## src/rtl/bist_pkg.sv

```systemverilog
// Shared types and constants for the BIST response analyzer.
package bist_pkg;

    // Analyzer control states.
    typedef enum logic [1:0] {
        IDLE  = 2'd0,
        RUN   = 2'd1,
        CHECK = 2'd2,
        DONE  = 2'd3
    } ra_state_t;

    // CRC-16/CCITT tap mask, the usual MISR feedback choice.
    localparam logic [15:0] BIST_DEFAULT_POLY = 16'h1021;

    // Width of the externally visible pattern counter.
    localparam int BIST_CNT_W = 16;

    // Clamp an internal count that is one bit wider than the port to the port width.
    // Only a full 2^16-pattern run ever reaches the top bit.
    function automatic logic [BIST_CNT_W-1:0] cnt_to_port(input logic [BIST_CNT_W:0] cnt);
        if (cnt[BIST_CNT_W]) begin
            return {BIST_CNT_W{1'b1}};
        end
        return cnt[BIST_CNT_W-1:0];
    endfunction

endpackage

```

## src/rtl/bist_misr.sv

```systemverilog
// Multiple-input signature register: one shift/XOR step per enabled cycle,
// loadable with a seed, cleared by reset.
module bist_misr #(
    parameter int                RESP_W = 1,
    parameter int                SIG_W  = 16,
    parameter logic [SIG_W-1:0]  POLY   = 16'h1021,
    parameter logic [SIG_W-1:0]  SEED   = '0
) (
    input  logic              clk,
    input  logic              rst,
    input  logic              load,
    input  logic              en,
    input  logic [RESP_W-1:0] data,
    output logic [SIG_W-1:0]  sig
);

    logic [SIG_W-1:0] sig_q;
    logic [SIG_W-1:0] sig_d;
    logic [SIG_W-1:0] data_ext;
    logic [SIG_W-1:0] feedback;

    // Next signature: seed on load, otherwise shift left, fold in taps and response.
    always_comb begin
        data_ext               = '0;
        data_ext[RESP_W-1:0]   = data;
        feedback               = sig_q[SIG_W-1] ? POLY : '0;
        sig_d                  = sig_q;
        if (load) begin
            sig_d = SEED;
        end else if (en) begin
            sig_d = {sig_q[SIG_W-2:0], 1'b0} ^ feedback ^ data_ext;
        end
    end

    // Signature register; reset clears it to zero rather than to the seed.
    always_ff @(posedge clk) begin
        if (rst) begin
            sig_q <= '0;
        end else begin
            sig_q <= sig_d;
        end
    end

    assign sig = sig_q;

endmodule

```

## src/rtl/bist_resp_analyzer.sv

```systemverilog
// BIST output-response analyzer: compacts PAT_COUNT CUT responses into a MISR,
// then compares the signature with a golden value and reports pass/fail.
// Optional feature: define BIST_RESP_ANALYZER_XMASK_EN to add a resp_mask input
// whose set bits are forced to 0 before compaction.
module bist_resp_analyzer
    import bist_pkg::*;
#(
    parameter int               RESP_W    = 1,
    parameter int               SIG_W     = 16,
    parameter logic [SIG_W-1:0] POLY      = SIG_W'(BIST_DEFAULT_POLY),
    parameter logic [SIG_W-1:0] SEED      = '0,
    parameter int               PAT_COUNT = 256
) (
    input  logic                  clk,
    input  logic                  rst,
    input  logic                  start,
    input  logic                  resp_valid,
    input  logic [RESP_W-1:0]     resp,
`ifdef BIST_RESP_ANALYZER_XMASK_EN
    input  logic [RESP_W-1:0]     resp_mask,
`endif
    input  logic [SIG_W-1:0]      golden,
    output logic                  busy,
    output logic                  done,
    output logic                  pass,
    output logic [SIG_W-1:0]      signature,
    output logic [BIST_CNT_W-1:0] pat_cnt
);

    // One extra counter bit so a 2^16-pattern run can count to PAT_COUNT without wrapping.
    localparam int                CNT_X_W  = BIST_CNT_W + 1;
    localparam logic [CNT_X_W-1:0] CNT_LAST = CNT_X_W'(PAT_COUNT - 1);

    ra_state_t          state_q, state_d;
    logic [CNT_X_W-1:0] cnt_q, cnt_d;
    logic               busy_q, busy_d;
    logic               done_q, done_d;
    logic               pass_q, pass_d;
    logic               misr_load;
    logic               misr_en;
    logic [RESP_W-1:0]  resp_eff;
    logic [SIG_W-1:0]   sig;

`ifdef BIST_RESP_ANALYZER_XMASK_EN
    assign resp_eff = resp & ~resp_mask;
`else
    assign resp_eff = resp;
`endif

    bist_misr #(
        .RESP_W (RESP_W),
        .SIG_W  (SIG_W),
        .POLY   (POLY),
        .SEED   (SEED)
    ) u_misr (
        .clk  (clk),
        .rst  (rst),
        .load (misr_load),
        .en   (misr_en),
        .data (resp_eff),
        .sig  (sig)
    );

    // FSM next state, counter, pass flag and MISR controls.
    always_comb begin
        state_d   = state_q;
        cnt_d     = cnt_q;
        pass_d    = pass_q;
        misr_load = 1'b0;
        misr_en   = 1'b0;
        case (state_q)
            IDLE, DONE: begin
                if (start) begin
                    misr_load = 1'b1;
                    cnt_d     = '0;
                    pass_d    = 1'b0;
                    state_d   = RUN;
                end
            end
            RUN: begin
                if (resp_valid) begin
                    misr_en = 1'b1;
                    cnt_d   = cnt_q + CNT_X_W'(1);
                    if (cnt_q == CNT_LAST) begin
                        state_d = CHECK;
                    end
                end
            end
            CHECK: begin
                // The final signature is already registered here, so one compare cycle suffices.
                pass_d  = (sig == golden);
                state_d = DONE;
            end
            default: begin
                state_d = IDLE;
            end
        endcase
        busy_d = (state_d == RUN) || (state_d == CHECK);
        done_d = (state_d == DONE);
    end

    // Control registers; status outputs are registered copies of the next state.
    always_ff @(posedge clk) begin
        if (rst) begin
            state_q <= IDLE;
            cnt_q   <= '0;
            busy_q  <= 1'b0;
            done_q  <= 1'b0;
            pass_q  <= 1'b0;
        end else begin
            state_q <= state_d;
            cnt_q   <= cnt_d;
            busy_q  <= busy_d;
            done_q  <= done_d;
            pass_q  <= pass_d;
        end
    end

    assign busy      = busy_q;
    assign done      = done_q;
    assign pass      = pass_q;
    assign signature = sig;
    assign pat_cnt   = cnt_to_port(cnt_q);

endmodule

```

## config.mk

```make
export PLATFORM = sky130hd
export DESIGN_NAME = bist_resp_analyzer
export DESIGN_NICKNAME = d
export VERILOG_FILES = /design/src/rtl/bist_pkg.sv /design/src/rtl/bist_misr.sv /design/src/rtl/bist_resp_analyzer.sv
export SDC_FILE = /design/constraint.sdc
export NUM_CORES = 1
export LEC_CHECK = 0
export BUFFER_PORTS_ARGS = -buffer_cell sky130_fd_sc_hd__buf_4
export CAP_MARGIN = 0
export CORE_UTILIZATION = 46
export DETAILED_ROUTE_END_ITERATION = 10
export GPL_TIMING_DRIVEN = 0
export PLACE_DENSITY = 0.84
export SETUP_SLACK_MARGIN = 0.4
export SYNTH_ARGS = -nofsm -noshare
export SYNTH_HDL_FRONTEND = slang
export SYNTH_SLANG_ARGS = --single-unit
```

## constraint.sdc

```tcl
create_clock -name clk -period 2.3 [get_ports clk]
set_input_delay 0 -clock clk [delete_from_list [all_inputs] [get_ports clk]]
set_output_delay 0 -clock clk [all_outputs]
set_load 0.03 [all_outputs]
```

=== Yosys cells after proc, flatten, opt, wreduce, memory -nomap -nowiden ===
Cells that the tools add are included.
W data, S select, Z words.

* Register bits after elaboration: 38

* Add/sub/neg operators: 1
* Equality and inequality tests: 10
* Mux-type cells: 17
* Bitwise logic cells: 2
* Reduce and logical (&&, ||, !) cells: 8

{| class="wikitable"
|+ Operators by type and width
! operator !! count
|-
| $mux W17 || 2
|-
| $pmux W17 S2 || 1
|-
| $mux W16 || 2
|-
| $add A17 B1 Y17 const B || 1
|-
| $eq A17 B8 Y1 const B || 1
|-
| $eq A16 B16 Y1 || 1
|-
| $xor A16 B1 Y16 || 1
|-
| $xor A16 B16 Y16 || 1
|-
| $mux W13 || 1
|-
| $eq A2 B2 Y1 const B || 4
|-
| $mux W1 || 6
|-
| $mux W2 || 3
|-
| $pmux W2 S3 || 1
|-
| $eq A2 B1 Y1 const B || 2
|-
| $ne A2 B2 Y1 const B || 2
|-
| $reduce_bool A2 Y1 || 2
|-
| $reduce_or A2 Y1 || 2
|-
| $reduce_and A3 Y1 || 1
|-
| $logic_not A2 Y1 || 1
|-
| $pmux W1 S2 || 1
|-
| $reduce_and A2 Y1 || 1
|-
| $logic_or A1 B1 Y1 || 1
|}

=== Logic depth before layout (Yosys ltp) ===
Gate-level depths: netlist of the first run.

* Word-level depth: 6
* Gate-level depth with buffers: 8
* Mapped depth without buffers: 8

=== Cells and area by module ===
Synthesis of the first run repeated with hierarchy kept, for this count alone.

* Cell total of the unflattened synthesis: 232
* Area total of the unflattened synthesis: 2028.2 µm²

{| class="wikitable"
|+ By module, submodules not included
! module !! times used !! cells each !! area an instance (µm²) !! seq. area each (µm²)
|-
| bist_resp_analyzer || 1 || 176 || 1412.6 || 440.4
|-
| bist_misr || 1 || 56 || 615.6 || 320.3
|}

=== Worst setup path after synthesis of the first run ===
No wires, ideal clock.

* Path kind: register to register
* Start point: reg state_q[0]
* End point: reg cnt_q[16]
* Setup time: 135 ps
* Arrival time: 2014 ps
* Data required time: 2165 ps
* Slack: 151 ps
* Stages on the path, launching flop included: 8
* Path buffers: 1
* Period minus slack after synthesis: 2149 ps
* Cell sequence: dfxtp_1 inv_1 ha_1 mux2i_1 or4_4 buf_6 o311ai_0 o41ai_1

* Word-level cells in the longest chain between the ends: 4
* Elaborated cells between the ends (all ways): 9
* Classes of those cells: eq/ne (4); mux (1); reduce/logical (4)

{| class="wikitable"
|+ Ends and longest elaborated chain
! element !! RTL line !! text
|-
| start: declaration || bist_resp_analyzer.sv:34 || <nowiki>ra_state_t state_q, state_d;</nowiki>
|-
| start signal: assignment || bist_resp_analyzer.sv:111 || <nowiki>state_q <= state_d;</nowiki>
|-
| $eq A2 B2 Y1 or $logic_not A2 Y1 (tied branches) || bist_resp_analyzer.sv:71 || <nowiki>case (state_q)</nowiki>
|-
| $reduce_or A2 Y1 || bist_resp_analyzer.sv:71 ||
|-
| $ne A2 B2 Y1 (no line) or $reduce_bool A2 Y1 (tied branches) || - ||
|-
| $reduce_and A3 Y1 (no line) || - ||
|-
| end signal: assignment || bist_resp_analyzer.sv:112 || <nowiki>cnt_q <= cnt_d;</nowiki>
|-
| end: declaration || bist_resp_analyzer.sv:35 || <nowiki>logic [CNT_X_W-1:0] cnt_q, cnt_d;</nowiki>
|}

Several ways; a longest one is shown, not always the timed one.
A chain may end at the register's enable or synchronous reset.

=== Worst setup path in the final report of the first run ===
* Start point: reg cnt_q[8]
* End point: reg busy_q (netlist: busy)

* Word-level cells in the longest chain between the ends: 6
* Elaborated cells between the ends (all ways): 7
* Classes of those cells: eq/ne (3); mux (3); reduce/logical (1)

{| class="wikitable"
|+ Ends and longest elaborated chain
! element !! RTL line !! text
|-
| $eq A17 B8 Y1 (*) || bist_resp_analyzer.sv:84 || <nowiki>if (cnt_q == CNT_LAST) begin</nowiki>
|-
| $mux W2 (*) || bist_resp_analyzer.sv:84 ||
|-
| $mux W2 (*) || bist_resp_analyzer.sv:81 || <nowiki>if (resp_valid) begin</nowiki>
|-
| $pmux W2 S3 (*) || bist_resp_analyzer.sv:71 ||
|-
| net state_d[1] || bist_resp_analyzer.sv:34 ||
|-
| $eq A2 B1 Y1 or $eq A2 B2 Y1 (tied branches) || bist_resp_analyzer.sv:98 || <nowiki>busy_d = (state_d == RUN) || (state_d == CHECK);</nowiki>
|-
| $logic_or A1 B1 Y1 (*) || bist_resp_analyzer.sv:98 ||
|-
| net busy_d || bist_resp_analyzer.sv:36 || <nowiki>logic busy_q, busy_d;</nowiki>
|-
| end signal: assignment || bist_resp_analyzer.sv:113 || <nowiki>busy_q <= busy_d;</nowiki>
|-
| end: declaration || bist_resp_analyzer.sv:36 ||
|}

The timed path passes the listed nets; every way through them passes the cells marked *.

==> impl_results.md, run 1 <==
* Max incr delay on CP at ~0.54 ns
* Syn Std Cell Area at ~0.0020 sq mm
* First-pass GRT wire length at 8.47 mm
* CP arrival at between 2 and 2.5 ns
* Max Cap Viol at 0
* P_leak at about 1.2 nW
* Bufs and invs on worst path at 0
* Global-route met3 utilization at under 10%
* Post-route DRC at 0
* Setup tns final at 0 ns
* Crit path max-delay family: simple AND/OR/NAND/NOR gates
* Relative slew slack at about 70%
* Non-Filler Instances at 376
* Fillcell total at between 200 and 300
* Number of synthesized register bits at 38
* Gr ovfl total at 0
* Gr busiest metal: met2
* Via density at about 5.5
* Min-Delay Path Class: primary input to flip-flop
* Skew final at 0.00313 ns
* Syn Inst Count at between 200 and 250
* Synth Net Count at between 200 and 300
* Core region area at ~0.004 sq mm
* Critical Path Start Type: flip-flop
* Register area share after synthesis at between 30% and 40%
* H-Tree Depth at 2
* GR Layer Usage met2 at 40.2%
* CTS Buf Count at 5
* Die width at 67.6 um
* RSZ-0062 raised after global routing: yes
* CTS tree: built
* Final net count at between 300 and 400
* Commonest non-fill, non-tap cell in the layout: buf_4
* I/O Buffers at 54
* WP data required at 2.48 ns
* Critical path fanouts, max at 2
* Most used cell, CP: or3_4
* Most frequent cells in the layout: 62 x buf_4, 37 x nand2_1, 33 x dfxtp_1
* Die area at roughly 0.0046 sq mm
* Number of global-route vias before repair at around 1800
* Iter 0 DRT Violations at around 160
* Synth warn at 0
* Netlist cell types at 40
* Max Transition Viols Final at 0
* Area Overhead vs Synth at 45.9%
* Clk root buf: clkbuf_8
* Drt first pass iters at 4
* GR Util All Layers at between 20% and 30%
* M1 GR Usage at 31.3%
* DIE HEIGHT at 67.6 um
* Syn Area/Cell at ~8.0 sq um
* Detailed-placement wirelength estimate at around 3.3 mm
* Initial Util at 48.8%
* Skew-Pair Late Insertion Delay at 0.30 ns
* Crit Path Class: flip-flop to flip-flop
* Setup-failing EPs final at 0
* Critical path, cell by cell: or4_4, or3_4, or3_4, nand2_4, ha_4, nor2b_1
* Clock-pin slew of the registers on the worst-case setup and hold paths at about 0.080 ns
* Inst Count DP at between 300 and 400
* Crit path time final at between 2 and 2.5 ns
* Pwr Density at slightly above 500 mW/mm^2
* Final period utilization at about nine tenths
* Routed Antenna Nets at 0
* IO Count at 56
* RePlAce Congestion at ~0.8
* Via count at 2082
* Cell row count at 23
* ANT cells at 0
* DRT Wirelength at around 5.7 mm
* Clk sink count at 38
* Initial antenna violation count at 0
* Status: finished, final reports clean
* Pin count of the biggest net entering global routing at 14
* Fmax at 0.473 GHz
* Actual slew at the worst max-slew pin at 0.445 ns
* Layout cells sized above 1 at 40.2%
* Max stage delay cell, worst path: or4_4
* DR WL/cell at roughly 15 um
* Setup crit end kind: flip-flop
* Endpoints failing hold at 0
* Clock Path Buffers at 2
* Peak supply drop at 0.504 mV
timing repair:
item | 4_1_cts | 5_1_grt
buffers inserted | 14 | 1
resized for setup | 25 | 26
setup endpoints to repair | 17 | 24
hold buffers | 1 | 0
cloned | 1 | 0
hold endpoints to repair | 1 | 0
pin swaps | 10 | 8
state kept, by name (all words and copies together), names as in the netlist:
signal      cells
cnt_q          17
state_q         2
pass            1
u_misr.sig     16
done            1
busy            1
cell families after synthesis:
family | Yosys count | share of synthesized area (%)
AND/OR/NAND/NOR | 115 | 31.0
AO/OA/AOI/OAI | 46 | 13.0
flip-flops | 38 | 38.4
XOR/XNOR | 24 | 10.6
buffers and inverters | 19 | 4.04
adder cells (fa/ha/maj) | 4 | 2.53
multiplexers | 1 | 0.505
cells in the mapped netlist:
library cell / count / share of area (%)
or4_4: 1 / 0.57
nand3_1: 4 / 1.0
buf_6: 1 / 0.57
a21o_1: 1 / 0.38
or4_1: 4 / 1.5
or3_1: 9 / 2.8
and4_1: 1 / 0.44
nor3_1: 2 / 0.51
mux2i_1: 1 / 0.51
o21ai_0: 10 / 2.5
xor2_1: 13 / 5.7
o22ai_1: 1 / 0.32
or3b_2: 1 / 0.44
nor4b_1: 1 / 0.44
nor2_1: 10 / 1.9
and2_0: 2 / 0.63
inv_1: 7 / 1.3
or2b_1: 1 / 0.38
and3_1: 1 / 0.32
nor2b_1: 6 / 1.9
o41ai_1: 1 / 0.44
nand2b_1: 3 / 0.95
nand2_1: 38 / 7.2
clkbuf_1: 9 / 1.7
and2_1: 2 / 0.63
a211oi_1: 3 / 1.1
or2_2: 16 / 5.1
buf_1: 1 / 0.19
nand4_1: 5 / 1.6
ha_1: 4 / 2.5
clkbuf_2: 1 / 0.25
o311ai_0: 1 / 0.44
and2b_1: 1 / 0.38
dfxtp_1: 38 / 38
a21oi_1: 26 / 6.6
o31ai_1: 1 / 0.38
nor3b_1: 1 / 0.38
nor4_1: 6 / 1.9
xnor2_1: 11 / 4.9
o211ai_1: 2 / 0.76
worst reg2reg max path, stage by stage (launching register included):
cell,delay [ns]
dfxtp_4,0.35
or4_4,0.54
or3_4,0.35
or3_4,0.35
nand2_4,0.08
ha_4,0.20
nor2b_1,0.13
final cells by class:
type | instances | area [sq um] | share of cell area, %
multi-input cells | 190 | 1280 | 44.2
flip-flops and latches | 38 | 772 | 26.7
repair buffers | 71 | 568 | 19.7
plain buffers | 12 | 70.1 | 2.43
clock buffers | 5 | 68.8 | 2.38
well taps | 50 | 62.6 | 2.17
clock inverters | 3 | 45.0 | 1.56
inverters | 7 | 26.3 | 0.909
final timing paths:
check / startpoint / to / slack (ns) / cells after the start
setup reg to reg: cnt_q[8]$_SDFFE_PP0P_ / busy$_SDFF_PP0_ / 0.19 / 6
hold reg to reg: u_misr.sig[14]$_SDFFE_PP0P_ / u_misr.sig[15]$_SDFFE_PP0P_ / 0.50 / 2
hold / removal: golden[15] / pass$_SDFFE_PP0P_ / 0.02 / 4
setup / recovery: cnt_q[8]$_SDFFE_PP0P_ / busy$_SDFF_PP0_ / 0.19 / 6
routing by layer:
metal	up-vias	wire length (um)
met5	-	0
met4	0	155
met3	21	394
met2	87	2840
met1	973	2320
li1	1001	-
through the flow:
stage	hold slack [ns]	worst slack [ns]	cell area [sq um]	total power, mW	utilization [%]
after global routing	0.0261	0.144	2890	1.56	71.2
after floorplan	0.204	0.320	2010	0.808	-
final	0.0169	0.187	2890	1.50	71.2
after global placement	0.298	0.204	2480	0.871	61.1
after detailed placement	0.301	0.137	2480	0.875	61.1
after CTS	0.00939	0.249	2790	1.49	68.7
power breakdown:
group | total, mW | internal (mW) | switching [mW]
registers | 0.676 | 0.666 | 0.00918
clock network | 0.574 | 0.322 | 0.252
logic | 0.251 | 0.120 | 0.131
total | 1.50 | 1.11 | 0.392
No activity file was read; power rests on OpenSTA's default activity.
==> inputs of run 2 (changes only) <==
--- a/config.mk
+++ b/config.mk
@@ -10,8 +10,9 @@
 export CORE_UTILIZATION = 46
 export DETAILED_ROUTE_END_ITERATION = 10
 export GPL_TIMING_DRIVEN = 0
-export PLACE_DENSITY = 0.84
+export PLACE_DENSITY = 0.83
 export SETUP_SLACK_MARGIN = 0.4
 export SYNTH_ARGS = -nofsm -noshare
 export SYNTH_HDL_FRONTEND = slang
+export SYNTH_HIERARCHICAL = 1
 export SYNTH_SLANG_ARGS = --single-unit
==> run 2 against run 1 <==
Register-to-register slack better by 0.02 ns. First-iteration DRC count down 38%. Via count down 7.7%. Setup slack better by 0.015 ns. Clock skew up 0.0045 ns. Hold slack worse by 0.0019 ns. Critical path type unchanged. Routed wire length down 16%. Sequential share of layout area up 0.67 points. Critical endpoint is now cnt_q[14]$_SDFFE_PP0P_.
==> impl_results.md, run 2 <==
* CTS tree: built (unchanged)
* Relative slew slack at 70.3% (about the same)
* Syn Std Cell Area at 0.00203 sq mm (was 0.00198 sq mm)
* Detailed-placement wirelength estimate at 3.33 mm (was 3.35 mm)
* DR top layer: met4 (unchanged)
* Initial antenna violation count at 0 (unchanged)
* Critical path, cell by cell: inv_2, ha_4, mux2i_4, or4_4, buf_6, or4_4, a21oi_2 (was or4_4, or3_4, or3_4, nand2_4, ha_4, nor2b_1)
* Commonest non-fill, non-tap cell in the layout: buf_4 (unchanged)
* DRT Wirelength at 4.81 mm (was 5.70 mm)
* Pwr Density at 487 mW/mm^2 (was 520 mW/mm^2)
* EDFF count, synth at 0 (unchanged)
* Setup crit end kind: flip-flop (unchanged)
* Inst Count DP at 337 (was 351)
* Syn Area/Cell at 8.74 sq um (was 8.02 sq um)
* DR WL/cell at 13.6 um (was 15.2 um)
* Biggest register: cnt_q (unchanged)
* WP data required at 2.53 ns (was 2.48 ns)
* Syn Inst Count at 232 (was 247)
* Fmax at 0.477 GHz (was 0.473 GHz)
* Netlist cell types at 37 (was 40)
* Non-Filler Instances at 354 (was 376)
* Min-Delay Path Class: primary input to flip-flop (unchanged)
* Post-Synth XOR/XNOR Area at 10.4% (was 10.6%)
* Crit Path Class: flip-flop to flip-flop (unchanged)
* Iter 0 DRT Violations at 97 (was 156)
* Synth Net Count at 257 (was 272)
* First-pass GRT wire length at 7.76 mm (was 8.47 mm)
* Most used cell, CP: or4_4 (was or3_4)
* Setup tns final at 0 ns (unchanged)
* Area Overhead vs Synth at 39.4% (was 45.9%)
* Actual slew at the worst max-slew pin at 0.445 ns (about the same)
* Asr flop ratio synth at 0% (unchanged)
* Critical path fanouts, max at 8 (was 2)
* Register area share after synthesis at 37.5% (was 38.4%)
* ANT cells at 0 (unchanged)
* Peak supply drop at 0.282 mV (was 0.504 mV)
* Skew final at 0.00766 ns (was 0.00313 ns)
* Cell row count at 23 (unchanged)
* Synth cell count leaders: 38 x dfxtp_1, 21 x nor2_1, 18 x or2_2 (was 38 x dfxtp_1, 38 x nand2_1, 26 x a21oi_1)
* Critical Path Start Type: flip-flop (unchanged)
* IO Count at 56 (unchanged)
* Bufs and invs on worst path at 2 (was 0)
* Max reg flops at 17 (unchanged)
* Final net count at 330 (was 350)
* Status: finished, final reports clean (unchanged)
* Drt first pass iters at 4 (unchanged)
* Clk sink count at 38 (unchanged)
* Synth Flop Type: dfxtp_1 (unchanged)
* Crit path max-delay family: simple AND/OR/NAND/NOR gates (unchanged)
* Die width at 68.4 um (was 67.6 um)
* Via count at 1922 (was 2082)
* WL met3 at 304 um (was 394 um)
* Initial Util at 49.3% (was 48.8%)
* Clk root buf: clkbuf_8 (unchanged)
* Clock-pin slew of the registers on the worst-case setup and hold paths at 0.07 ns (was 0.08 ns)
* Max stage delay cell, worst path: or4_4 (unchanged)
* Max Transition Viols Final at 0 (unchanged)
* Clock Path Buffers at 2 (unchanged)
* Core region area at 0.00412 sq mm (was 0.00406 sq mm)
* Simple-gate share of the synthesized area at 28.3% (was 31.0%)
* Most frequent cell after synthesis: dfxtp_1
* Routed Antenna Nets at 0 (unchanged)
* Post-synthesis mux area share at 6.91% (was 0.505%)
* P_leak at 1.16 nW (was 1.19 nW)
* Met2 WL at 2.37 mm (was 2.84 mm)
* DIE HEIGHT at 68.4 um (was 67.6 um)
* Max Cap Viol at 0 (unchanged)
* Endpoints failing hold at 0 (unchanged)
* CP arrival at 2.33 ns (was 2.29 ns)
* Hold Buf Count CTS at 0 (was 1)
* Post-synthesis compound-gate area fraction at 9.75% (was 13.0%)
* Area share of fa/ha/maj cells after synthesis at 2.47% (was 2.53%)
* Largest family of logic cells by synthesized area: simple AND/OR/NAND/NOR gates (unchanged)
* RePlAce Congestion at 0.830 (was 0.798)
* Number of synthesized register bits at 38 (unchanged)
* Post-route DRC at 0 (unchanged)
* Pin count of the biggest net entering global routing at 11 (was 14)
* Synth top area share at 37.5% (was 38.4%)
* Area contributors post-synth: dfxtp_1 38%, mux2i_1 6.9%, xor2_1 5.6% (was dfxtp_1 38%, nand2_1 7.2%, a21oi_1 6.6%)
* GR Util All Layers at 22.3% (was 24.8%)
* H-Tree Depth at 2 (unchanged)
* Crit path time final at 2.10 ns (was 2.11 ns)
* Met1 WL at 2.07 mm (was 2.32 mm)
* Max incr delay on CP at 0.52 ns (was 0.54 ns)
* Final Util at 68.7% (was 71.2%)
* I/O Buffers at 55 (was 54)
* Skew-Pair Late Insertion Delay at 0.29 ns (was 0.30 ns)
* Via density at 5.43 (was 5.54)
* Top cell type by total area after synthesis: dfxtp_1 (unchanged)
* Final period utilization at 91.2% (was 91.9%)
* Die area at 0.00468 sq mm (was 0.00457 sq mm)
* Setup-failing EPs final at 0 (unchanged)
* Gr ovfl total at 0 (unchanged)
* Synth warn at 6 (was 0)
* CTS Buf Count at 5 (unchanged)
* Most frequent cells in the layout: 65 x buf_4, 33 x dfxtp_1, 20 x nor2_1 (was 62 x buf_4, 37 x nand2_1, 33 x dfxtp_1)
* Layout cells sized above 1 at 41.4% (was 40.2%)
* RSZ-0062 raised after global routing: yes (unchanged)
* Number of global-route vias before repair at 1718 (was 1845)
-- run 2: cell types whose count changed in the layout (fill, tap and decap cells not counted), sizes merged, moves of 3 or more --
cell,delta
nand4,-3
o31ai,+5
nand2,-27
clkbuf,-6
nor2,+13
mux2i,+13
a21oi,-12
o21ai,-4
or3,-6
or4,+4
or2,+4
-- run 2: metrics by stage --
stage / setup WS, ns / hold WS (ns) / power, mW / instance area [sq um]
finish: 0.202 / 0.0150 / 1.38 / 2830
global route: 0.144 / 0.00671 / 1.43 / 2830
CTS: 0.163 / 0.0102 / 1.37 / 2750
detailed placement: 0.130 / 0.315 / 0.895 / 2560
global placement: 0.175 / 0.302 / 0.892 / 2560
floorplan: 0.238 / 0.200 / 0.828 / 2090
-- run 2: logic make-up after synthesis --
family	after synthesis
simple gates	102
flops	38
buf+inv	17
mux	14
compound gates	33
fa+ha+maj	4
xor+xnor	24
-- run 2: area by class of cell --
class                      count  area, sq um
fill                         338         1290
multi-input combinational    177         1280
sequential                    38          774
timing repair buffer          66          505
buffer                        11          101
clock buffer                   6         82.6
tap                           50         62.6
inverter                       6         22.5
-- run 2: path summary, 6_finish.rpt --
kind                                      to                  start  cells past startpoint  slack, ns
hold reg to reg        cnt_q[1]$_SDFFE_PP0P_  cnt_q[1]$_SDFFE_PP0P_                      2       0.50
hold / removal    u_misr/sig[0]$_SDFFE_PP0P_                   resp                      3       0.02
setup / recovery      cnt_q[14]$_SDFFE_PP0P_  state_q[0]$_SDFF_PP0_                      7       0.20
setup reg to reg      cnt_q[14]$_SDFFE_PP0P_  state_q[0]$_SDFF_PP0_                      7       0.20
-- run 2: power by group --
group / internal, mW / leakage [nW] / switching [mW]
Sequential: 0.667 / 0.310 / 0.0107
Combinational: 0.131 / 0.810 / 0.118
Clock: 0.231 / 0.0431 / 0.218
Total: 1.03 / 1.16 / 0.346
-- run 2: layer usage --
metal | up-vias | track usage [%]
met3 | 9 | 5.50
li1 | 953 | -
met2 | 70 | 39.3
met1 | 890 | 26.2
met4 | 0 | 7.03
met5 | - | 0
-- run 2: what timing repair did --
action,CTS,global route
buffers inserted,8,2
pin swaps,4,5
setup endpoints to repair,17,18
gates cloned,0,1
resized for setup,10,22
-- run 2: worst register-to-register path, delay by kind of cell, from the launching register on --
family          cells  cell delay (ns)
compound gates      1             0.12
mux                 1             0.20
buf+inv             2             0.19
flops               1             0.37
fa+ha+maj           1             0.22
simple gates        2             0.94
==> inputs of run 3 (changes only) <==
--- a/config.mk
+++ b/config.mk
@@ -10,6 +10,7 @@
 export CORE_UTILIZATION = 46
 export DETAILED_ROUTE_END_ITERATION = 10
 export GPL_TIMING_DRIVEN = 0
+export MAX_ROUTING_LAYER = met4
 export PLACE_DENSITY = 0.83
 export SETUP_SLACK_MARGIN = 0.4
 export SYNTH_ARGS = -nofsm -noshare
==> run 3 against run 2 <==
Setup slack worse by 0.0049 ns. First-iteration DRC count fell by 1.0%. Sequential cell count is the same. Clock skew about the same. Hold slack about the same. Count of clock-buffer cells in the layout stayed put. Sequential power about the same. Combinational power is essentially flat. Routed wire length increased by 0.25%. Global-route usage grew 0.64 points. Critical path depth stayed put.
==> impl_results.md, run 3 (synthesis results as in run 2) <==
* Max Transition Viols Final at 0 (unchanged)
* CTS Buf Count at 5 (unchanged)
* Clock-pin slew of the registers on the worst-case setup and hold paths at 0.07 ns (about the same)
* GR Util All Layers at 22.9% (was 22.3%)
* Iter 0 DRT Violations at 96 (was 97)
* ANT cells at 0 (unchanged)
* Detailed-placement wirelength estimate at 3.33 mm (unchanged)
* Layout cells sized above 1 at 41.4% (unchanged)
* Setup-failing EPs final at 0 (unchanged)
* Via count at 1941 (was 1922)
* Initial Util at 49.3% (unchanged)
* Via density at 5.48 (was 5.43)
* Skew-Pair Late Insertion Delay at 0.29 ns (about the same)
* Clk sink count at 38 (unchanged)
* Bufs and invs on worst path at 2 (unchanged)
* DR WL/cell at 13.6 um (about the same)
* Setup crit end kind: flip-flop (unchanged)
* Core region area at 0.00412 sq mm (unchanged)
* Most frequent cells in the layout: 65 x buf_4, 33 x dfxtp_1, 20 x nor2_1 (unchanged)
* Hold Buf Count CTS at 0 (unchanged)
* IO Count at 56 (unchanged)
* Pre-CTS setup slack at 0.130 ns (unchanged)
* Critical path, cell by cell: inv_2, ha_4, mux2i_4, or4_4, buf_6, or4_1, a21oi_1 (was inv_2, ha_4, mux2i_4, or4_4, buf_6, or4_4, a21oi_2)
* CP arrival at 2.33 ns (about the same)
* Crit Path Class: flip-flop to flip-flop (unchanged)
* Pwr Density at 487 mW/mm^2 (about the same)
* Max Cap Viol at 0 (unchanged)
* I/O Buffers at 55 (unchanged)
* Final net count at 330 (unchanged)
* Skew final at 0.00786 ns (was 0.00766 ns)
* Setup tns final at 0 ns (unchanged)
* Max incr delay on CP at 0.52 ns (about the same)
* RSZ-0062 raised after global routing: yes (unchanged)
* Biggest register: cnt_q (unchanged)
* Die area at 0.00468 sq mm (unchanged)
* Max reg flops at 17 (unchanged)
* H-Tree Depth at 2 (unchanged)
* Initial antenna violation count at 0 (unchanged)
* Commonest non-fill, non-tap cell in the layout: buf_4 (unchanged)
* Status: finished, final reports clean (unchanged)
* Peak supply drop at 0.282 mV (about the same)
* Crit path max-delay family: simple AND/OR/NAND/NOR gates (unchanged)
* First-pass GRT wire length at 7.76 mm (about the same)
* Cell row count at 23 (unchanged)
* P_leak at 1.16 nW (unchanged)
* WP data required at 2.53 ns (about the same)
* Die width at 68.4 um (unchanged)
* Relative slew slack at 70.4% (was 70.3%)
* Fillcell total at 338 (unchanged)
* Area Overhead vs Synth at 39.4% (unchanged)
* CTS tree: built (unchanged)
* Gr ovfl total at 0 (unchanged)
* RePlAce Congestion at 0.842 (was 0.830)
* Post-route DRC at 0 (unchanged)
* DIE HEIGHT at 68.4 um (unchanged)
* Clk root buf: clkbuf_8 (unchanged)
* Final Util at 68.7% (unchanged)
* Min-Delay Path Class: primary input to flip-flop (unchanged)
* Worst hold margin at 0.0149 ns (was 0.0150 ns)
* Pin count of the biggest net entering global routing at 11 (unchanged)
* Endpoints failing hold at 0 (unchanged)
* DRT Wirelength at 4.82 mm (was 4.81 mm)
* Max stage delay cell, worst path: or4_4 (unchanged)
* Critical path fanouts, max at 8 (unchanged)
* Routed Antenna Nets at 0 (unchanged)
* Clock Path Buffers at 2 (unchanged)
* Fmax at 0.475 GHz (was 0.477 GHz)
* Number of global-route vias before repair at 1716 (was 1718)
* Critical Path Start Type: flip-flop (unchanged)
* Final period utilization at 91.5% (was 91.2%)
* Actual slew at the worst max-slew pin at 0.443 ns (was 0.445 ns)
* Final worst slack at 0.197 ns (was 0.202 ns)
* Pwr Total at 1.38 mW (about the same)
* Drt first pass iters at 4 (unchanged)
* Crit path time final at 2.10 ns (about the same)
-- run 3: per-stage QoR --
stage	cell area (sq um)	instances
floorplan	2090	232
global placement	2560	337
detailed placement	2560	337
CTS	2750	351
global route	2830	354
finish	2830	354
-- run 3: area by class of cell --
| type | count | area [sq um] | area share, % |
|---|---|---|---|
| multi-input cells | 177 | 1280 | 45.2 |
| flip-flops and latches | 38 | 774 | 27.4 |
| repair buffers | 66 | 505 | 17.9 |
| plain buffers | 11 | 101 | 3.58 |
| clock buffers | 6 | 82.6 | 2.92 |
| well taps | 50 | 62.6 | 2.21 |
| inverters | 6 | 22.5 | 0.796 |
-- run 3: final timing paths --
check                           slack [ns]                  start                         end  depth (start not counted)
worst max-delay path                  0.20  state_q[0]$_SDFF_PP0_      cnt_q[12]$_SDFFE_PP0P_                          7
worst min-delay path                  0.01                   resp  u_misr/sig[0]$_SDFFE_PP0P_                          3
worst max register to register        0.20  state_q[0]$_SDFF_PP0_      cnt_q[12]$_SDFFE_PP0P_                          7
worst min register to register        0.50  cnt_q[1]$_SDFFE_PP0P_       cnt_q[1]$_SDFFE_PP0P_                          2
-- run 3: where the power goes --
| group | internal, mW | total, mW | switching (mW) | leakage [nW] |
|---|---|---|---|---|
| Combinational | 0.131 | 0.249 | 0.118 | 0.810 |
| Sequential | 0.667 | 0.678 | 0.0108 | 0.310 |
| Clock | 0.231 | 0.450 | 0.219 | 0.0431 |
| Total | 1.03 | 1.38 | 0.348 | 1.16 |
-- run 3: repair_timing --
action / 4_1_cts / 5_1_grt
resized for setup: 10 / 22
cloned: 0 / 1
endpoints found under the setup margin: 17 / 18
pin swaps: 4 / 5
setup buffers: 8 / 2
-- run 3: worst register-to-register path: cells and delay by family (launching register included) --
family	cells	cell delay (ns)
and+or+nand+nor	2	0.93
DFF	1	0.37
muxes	1	0.20
buffers and inverters	2	0.19
adders and majority gates	1	0.22
AOI/OAI and AO/OA	1	0.13
-- run 3: per-layer routing --
layer | share of wire (%) | routed length [um] | up-vias | global-route usage (%)
li1 | - | - | 954 | -
met5 | 0 | 0 | - | -
met2 | 49 | 2370 | 72 | 39.3
met4 | 1.4 | 69 | 0 | 7.03
met3 | 6.2 | 301 | 9 | 5.17
met1 | 43 | 2080 | 906 | 26.4
